==> src/rtl/axi_rd_arbiter_pkg.sv <==
// Shared types and constants for the AXI read-channel arbiter.
// Covers FSM encoding, requester IDs and the default burst-length width.
package axi_rd_arbiter_pkg;

  localparam int RA_LEN_W = 4;

  typedef enum logic [1:0] {
    RA_IDLE = 2'd0,
    RA_ADDR = 2'd1,
    RA_DATA = 2'd2
  } ra_state_e;

  typedef enum logic {
    OWN_IC = 1'b0,
    OWN_DC = 1'b1
  } owner_e;

  localparam logic [3:0] RA_ID_IC = 4'd0;
  localparam logic [3:0] RA_ID_DC = 4'd1;

endpackage

==> src/rtl/axi_rd_arbiter_rr_arb2.sv <==
// Two-requester round-robin picker.
// Holds the owner of the most recently completed burst; a tie goes to the other side.
module rr_arb2
  import axi_rd_arbiter_pkg::*;
(
  input  logic   clk,
  input  logic   reset,
  input  logic   req_ic_i,
  input  logic   req_dc_i,
  input  logic   upd_i,
  input  owner_e upd_owner_i,
  output owner_e pick_o
);

  owner_e last_owner_q;

  // NOTE: sequential state uses non-blocking assignments so every register samples pre-edge values.
  always_ff @(posedge clk) begin
    if (reset) begin
      last_owner_q <= OWN_IC;
    end else if (upd_i) begin
      last_owner_q <= upd_owner_i;
    end
  end

  always_comb begin
    if (req_ic_i && req_dc_i) begin
      pick_o = (last_owner_q == OWN_IC) ? OWN_DC : OWN_IC;
    end else if (req_dc_i) begin
      pick_o = OWN_DC;
    end else begin
      pick_o = OWN_IC;
    end
  end

endmodule

==> src/rtl/axi_rd_arbiter.sv <==
// Serialises I-side and D-side read bursts onto one AXI read channel.
// Routes beats to the burst owner and flags burst-length mismatches.
module axi_rd_arbiter
  import axi_rd_arbiter_pkg::*;
#(
  parameter int LEN_W  = RA_LEN_W,
  parameter int DATA_W = 32
) (
  input  logic              clk,
  input  logic              reset,
  input  logic              ic_req,
  input  logic [31:0]       ic_addr,
  input  logic [LEN_W-1:0]  ic_len,
  output logic              ic_gnt,
  output logic              ic_rvalid,
  output logic              ic_rlast,
  input  logic              dc_req,
  input  logic [31:0]       dc_addr,
  input  logic [LEN_W-1:0]  dc_len,
  output logic              dc_gnt,
  output logic              dc_rvalid,
  output logic              dc_rlast,
  output logic [DATA_W-1:0] rdata,
  output logic              arvalid,
  input  logic              arready,
  output logic [31:0]       araddr,
  output logic [LEN_W-1:0]  arlen,
  output logic [3:0]        arid,
  input  logic              rvalid,
  output logic              rready,
  input  logic [DATA_W-1:0] rdata_i,
  input  logic              rlast,
  output logic              len_err
);

  ra_state_e        state_q, state_d;
  owner_e           owner_q, owner_d, pick;
  logic [31:0]      addr_q, addr_d;
  logic [LEN_W-1:0] len_q, len_d;
  logic [LEN_W:0]   cnt_q, cnt_d;
  logic             len_err_q, len_err_d;

  logic any_req, ar_hs, beat, last_beat;

  assign any_req   = ic_req | dc_req;
  assign ar_hs     = (state_q == RA_ADDR) && arready;
  assign beat      = (state_q == RA_DATA) && rvalid;
  assign last_beat = beat && rlast;

  rr_arb2 u_rr (
    .clk         (clk),
    .reset       (reset),
    .req_ic_i    (ic_req),
    .req_dc_i    (dc_req),
    .upd_i       (last_beat),
    .upd_owner_i (owner_q),
    .pick_o      (pick)
  );

  always_ff @(posedge clk) begin
    if (reset) state_q <= RA_IDLE;
    else       state_q <= state_d;
  end

  always_comb begin
    state_d = state_q;
    unique case (state_q)
      RA_IDLE: if (any_req)   state_d = RA_ADDR;
      RA_ADDR: if (ar_hs)     state_d = RA_DATA;
      RA_DATA: if (last_beat) state_d = RA_IDLE;
      default:                state_d = RA_IDLE;
    endcase
  end

  always_comb begin
    arvalid   = (state_q == RA_ADDR);
    rready    = (state_q == RA_DATA);
    ic_gnt    = ar_hs && (owner_q == OWN_IC);
    dc_gnt    = ar_hs && (owner_q == OWN_DC);
    ic_rvalid = beat && (owner_q == OWN_IC);
    dc_rvalid = beat && (owner_q == OWN_DC);
    ic_rlast  = ic_rvalid && rlast;
    dc_rlast  = dc_rvalid && rlast;
    rdata     = rready ? rdata_i : '0;
  end

  assign araddr  = addr_q;
  assign arlen   = len_q;
  assign arid    = (owner_q == OWN_DC) ? RA_ID_DC : RA_ID_IC;
  assign len_err = len_err_q;

  // NOTE: every variable driven here gets a default first, so no latch is inferred.
  always_comb begin
    owner_d   = owner_q;
    addr_d    = addr_q;
    len_d     = len_q;
    cnt_d     = cnt_q;
    len_err_d = len_err_q;
    if ((state_q == RA_IDLE) && any_req) begin
      owner_d = pick;
      addr_d  = (pick == OWN_DC) ? dc_addr : ic_addr;
      len_d   = (pick == OWN_DC) ? dc_len  : ic_len;
    end
    if (ar_hs) cnt_d = '0;
    if (beat) begin
      cnt_d = cnt_q + {{LEN_W{1'b0}}, 1'b1};
      // Error when rlast and "counter reached len" disagree on this beat.
      if (rlast != (cnt_q == {1'b0, len_q})) len_err_d = 1'b1;
    end
  end

  always_ff @(posedge clk) begin
    if (reset) begin
      owner_q   <= OWN_IC;
      addr_q    <= '0;
      len_q     <= '0;
      cnt_q     <= '0;
      len_err_q <= 1'b0;
    end else begin
      owner_q   <= owner_d;
      addr_q    <= addr_d;
      len_q     <= len_d;
      cnt_q     <= cnt_d;
      len_err_q <= len_err_d;
    end
  end

endmodule

==> config.mk <==
export PLATFORM = sky130hd
export DESIGN_NAME = axi_rd_arbiter
export DESIGN_NICKNAME = d
export VERILOG_FILES = /design/src/rtl/axi_rd_arbiter_pkg.sv /design/src/rtl/axi_rd_arbiter_rr_arb2.sv /design/src/rtl/axi_rd_arbiter.sv
export SDC_FILE = /design/constraint.sdc
export NUM_CORES = 1
export LEC_CHECK = 0
export ABC_CLOCK_PERIOD_IN_PS = 1300
export BUFFER_PORTS_ARGS = -buffer_cell sky130_fd_sc_hd__clkbuf_2
export CORE_ASPECT_RATIO = 0.9
export CORE_MARGIN = 4
export CORE_UTILIZATION = 41
export CTS_CLUSTER_DIAMETER = 80
export CTS_CLUSTER_SIZE = 25
export DETAILED_ROUTE_END_ITERATION = 10
export PLACE_DENSITY_LB_ADDON = 0.25
export SLEW_MARGIN = 30
export SYNTH_ARGS = -nofsm -noshare
export SYNTH_HDL_FRONTEND = slang
export SYNTH_SLANG_ARGS = --single-unit
==> constraint.sdc <==
create_clock -name clk -period 1.3 [get_ports clk]
set_input_delay 0.065 -clock clk [delete_from_list [all_inputs] [get_ports clk]]
set_output_delay 0.065 -clock clk [all_outputs]
set_load 0.1 [all_outputs]
Word-level counts from Yosys, hierarchy flattened:

Index checks and enable logic that the tools add are counted.

* logic and storage cells: 45
* output and inout bits: 81
* input bits: 111
* register bits: 46

* muxes and demuxes: 13
* eq/ne operators: 7
* add/sub/neg operators: 1
* bitwise operators: 2
* reductions and logical operators: 15

Operators by type and width (count)
* $mux W32: 2
* $logic_and A1 B1 Y1: 11
* $mux W5: 2
* $mux W2: 3
* $pmux W2 S3: 1
* $add A5 B1 Y5 const B: 1
* $eq A5 B4 Y1: 1
* $mux W1: 4
* $mux W4: 1
* $ne A2 B1 Y1 const B: 2
* $reduce_and A3 Y1: 1
* $eq A2 B1 Y1 const B: 1
* $eq A2 B2 Y1 const B: 1
* $logic_not A2 Y1: 1
* $ne A2 B2 Y1 const B: 1
* $reduce_and A2 Y1: 1
* $reduce_bool A2 Y1: 1
* $ne A1 B1 Y1: 1
* $not A1 Y1: 1
* $or A1 B1 Y1: 1

Logic depth before layout (Yosys ltp):

* depth in word-level cells: 5
* mapped depth: 6
* gate-level depth less buffers: 5

Cells and area by module:

A second synthesis with hierarchy kept.

* cell total of the unflattened synthesis: 268
* area total of the unflattened synthesis: 2406.1 µm²

Modules (own cells, without submodules)
* axi_rd_arbiter: instances 1, cells an instance 264, area each 2364.8 µm², sequential area each 900.9 µm²
* rr_arb2: instances 1, cells an instance 4, area each 41.3 µm², sequential area each 20.0 µm²

Least setup slack after synthesis:

No wires, ideal clock.

* path type: register to output
* start: register state_q[0]
* end: output ic_gnt
* path buffers: 0
* stages on the path, launching flop included: 4
* path slack: -2.221 ns
* data required time: 1.235 ns
* arrival: 3.456 ns
* cell sequence: dfxtp_1 > nor2b_1 > nand2_1 > nor2_1

* word-level cells in the longest chain between the ends: 3

RTL lines
* start: declaration: line axi_rd_arbiter.sv:36 `ra_state_e state_q, state_d;`
* start signal: assignment: line axi_rd_arbiter.sv:62 `else state_q <= state_d;`
* $eq A2 B1 Y1
* named net arvalid: line axi_rd_arbiter.sv:24 `output logic arvalid,`
* $logic_and A1 B1 Y1: line axi_rd_arbiter.sv:46 `assign ar_hs = (state_q == RA_ADDR) && arready;`
* $logic_and A1 B1 Y1: line axi_rd_arbiter.sv:78 `ic_gnt = ar_hs && (owner_q == OWN_IC);`
* end: declaration: line axi_rd_arbiter.sv:14 `output logic ic_gnt,`

The timed path passes the listed nets, and every way through them passes these cells.

Worst setup path after layout:

* start: register state_q[1]
* end: output rdata[1]

* word-level cells in the longest chain between the ends: 2

RTL lines
* $eq A2 B2 Y1: line axi_rd_arbiter.sv:77 `rready = (state_q == RA_DATA);`
* $mux W32: line axi_rd_arbiter.sv:84 `rdata = rready ? rdata_i : '0;`
* end: declaration: line axi_rd_arbiter.sv:23 `output logic [DATA_W-1:0] rdata,`

Every way passes these cells.

==> results.sh <==
export IMPL_final_max_slew_viol_count=0
export IMPL_drt_total_wl_mm=9.946
export IMPL_status="finished with violations"
export IMPL_period_share_pct=114.5
export IMPL_fin_skew_ns=0.006607
export IMPL_fin_crit_ns=1.489
export IMPL_core_region_area_um2=6148
export IMPL_power_density_nw_per_um2=1135
export IMPL_synth_commonest_cells="nor2_1 (49), dfxtp_1 (46), mux2i_1 (37)"
export IMPL_grt_max_degree=49
export IMPL_yosys_cell_types_count=35
export IMPL_place_congestion=0.7792
export IMPL_wl_per_cell_um=17.42
export IMPL_dp_slack_ns=-0.01295
export IMPL_vias=2901
export IMPL_antenna_found_initial=0
export IMPL_viasPerCell=5.081
export IMPL_dpl_instance_area_um2=4418
export IMPL_syn2layout_area_growth_pct=94.12
export IMPL_finalWorstSetupSlack_ns=-0.1887
export IMPL_rows=27
export IMPL_ys_flop_type="dfxtp_1"
export IMPL_drv_cap=0
export IMPL_worstSetupPathType="flop to primary output"
export IMPL_die_w_um=91.90
export IMPL_port_buffer_count=188
export IMPL_yosys_cell_count_top_type="nor2_1"
export IMPL_grt_pass1_vias=2785
export IMPL_clockRootBuffer="clkbuf_8"
export IMPL_hold_ws_ns=0.09409
export IMPL_synth_top_cell_by_area="dfxtp_1"
export IMPL_fin_area_um2=5042
export IMPL_multi_input_area_um2=1725
export IMPL_synth_top_area_share_pct=35.45
export IMPL_synth_seq_cells=46
export IMPL_nets=595
export IMPL_r2r_slack_ns=-0.12
export IMPL_hpwl_mm=6.471
export IMPL_worst_setup_path_start_kind="flop"
export IMPL_rsz0062_at_grt="true"
export IMPL_diodes=0
export IMPL_hold_class="input pin to flop"
export IMPL_num_io_pins=192
export IMPL_grt_pass1_wl_mm=13.64
export IMPL_clk_latency_ns=0.30
export IMPL_violations="negative setup slack"
export IMPL_drc=0
export IMPL_drtIter0Drc=185
export IMPL_grt_util_all_layers_pct=21.57
export IMPL_total_power_uw=5725
export IMPL_cts_buffers_inserted=5
export IMPL_synth_edff_count=0
export IMPL_hold_viol=0
export IMPL_die_y_um=83.51
export IMPL_fillers=368
export IMPL_seq_area_frac_synth_pct=35.45
export IMPL_cts_tree="built"
export IMPL_critPathArrivalTime_ns=1.42
export IMPL_die_area_um2=7675
export IMPL_setup_tns_final_ns=-7.495
export IMPL_grt_overflow=0
export IMPL_drive_above_1_share_pct=78.72
export IMPL_vdd_drop_max_mv=0.7467
export IMPL_cts_buffer_depth=2
export IMPL_register_area_um2=978.4
export IMPL_achievable_frequency_ghz=0.6717
export IMPL_htreeDepth=2
export IMPL_syn_inst=269
export IMPL_relSlewSlack_pct=61.56
export IMPL_required_ns=1.24
export IMPL_worstMarginPinSlew_ns=0.5767
export IMPL_worstSetupEndpointType="primary output"
export IMPL_cts_clk_slew_worst_paths_ns=0.09
export IMPL_synthTopCellsByArea="dfxtp_1 (35%), a211oi_2 (16%), mux2i_1 (14%), and2_1 (7.9%), nor2_1 (7.1%)"
export IMPL_first_pass_iters=4
export IMPL_critPathMaxFanout=8
export IMPL_syn_area_per_cell_um2=9.656
export IMPL_cts_sinks=46
export IMPL_netlist_area_um2=2597
export IMPL_ant_nets=0
export IMPL_synth_async_reset_ratio_pct=0
export IMPL_ys_warn_count=0
export IMPL_power_leakage_uw=0.002394
export IMPL_initial_utilization_pct=42.25
export IMPL_setup_viol=82
where the power goes:
part           switching, uW  leakage (uW)  internal [uW]
Combinational           2140       0.00196           1010
Clock                    492     0.0000452            380
Sequential               117      0.000393           1590
Total                   2750       0.00239           2980
worst max-delay path: stages, from the launching register on:
cell       delay, ns
dfxtp_4         0.37
nor2b_4         0.16
buf_6           0.13
clkbuf_16       0.14
and2_4          0.14
buf_12          0.16
stage by stage:
| step | utilization [%] | cells |
|---|---|---|
| 2_1_floorplan | - | 271 |
| 3_3_place_gp | 71.86 | 535 |
| 3_5_place_dp | 71.86 | 535 |
| 4_1_cts | 77.51 | 560 |
| 5_1_grt | 82.01 | 571 |
| 6_report | 82.01 | 571 |
cells by family after synthesis:
kind of cell,synth area share (%)
muxes,14.26
xor gates and xnor gates,1.349
AOI/OAI and AO/OA,20.86
DFF,35.45
and+or+nand+nor,19.41
adders and majority gates,0.4816
buffers and inverters,8.044
other,0.1444
state kept, by name, summed over array words and instances, names as in the netlist:
| signal | count |
|---|---|
| u_rr.last_owner_q | 1 |
| arlen | 4 |
| owner_q | 1 |
| cnt_q | 5 |
| len_err | 1 |
| state_q | 2 |
| araddr | 32 |
routing by layer:
metal  GRT usage [%]  wire length, um  share of wire [%]
met5               0                0                  0
met4           5.533              176                1.8
met3           4.869              729                7.3
met2           39.59             5089                 51
met1           25.07             3951                 40
area by class of cell:
type | count | share of cell area (%)
repair buffers | 230 | 42.21
flip-flops and latches | 46 | 19.40
clock buffers | 6 | 1.439
multi-input cells | 197 | 34.22
inverters | 3 | 0.2978
clock inverters | 2 | 0.2730
well taps | 87 | 2.159
cells in the final DEF (no fill, tap or decap), types with 4 or more instances in the layout:
master	n
a21oi_2	4
dfxtp_2	37
a211oi_2	36
dfxtp_1	6
buf_6	13
clkbuf_16	5
xor2_1	4
buf_12	46
buf_4	16
clkbuf_8	5
nor2_2	13
mux2i_1	37
nor2_1	33
and2_4	33
clkbuf_2	146
path summary, 6_finish.rpt:
kind,endpoint,cells past startpoint,startpoint
worst min register to register,araddr[5],2,araddr[5]
worst max-delay path,rdata[1],5,state_q[1]
worst min-delay path,arlen[0],3,ic_len[0]
worst max register to register,owner_q,6,state_q[1]
repair_timing:
action / CTS / global route
pin swaps: 15 / 36
gates cloned: 3 / 7
hold buffers: 0 / 0
resized for setup: 23 / 35
setup buffers: 14 / 5
setup endpoints to repair: 42 / 86
No activity file was read; power rests on OpenSTA's default activity.
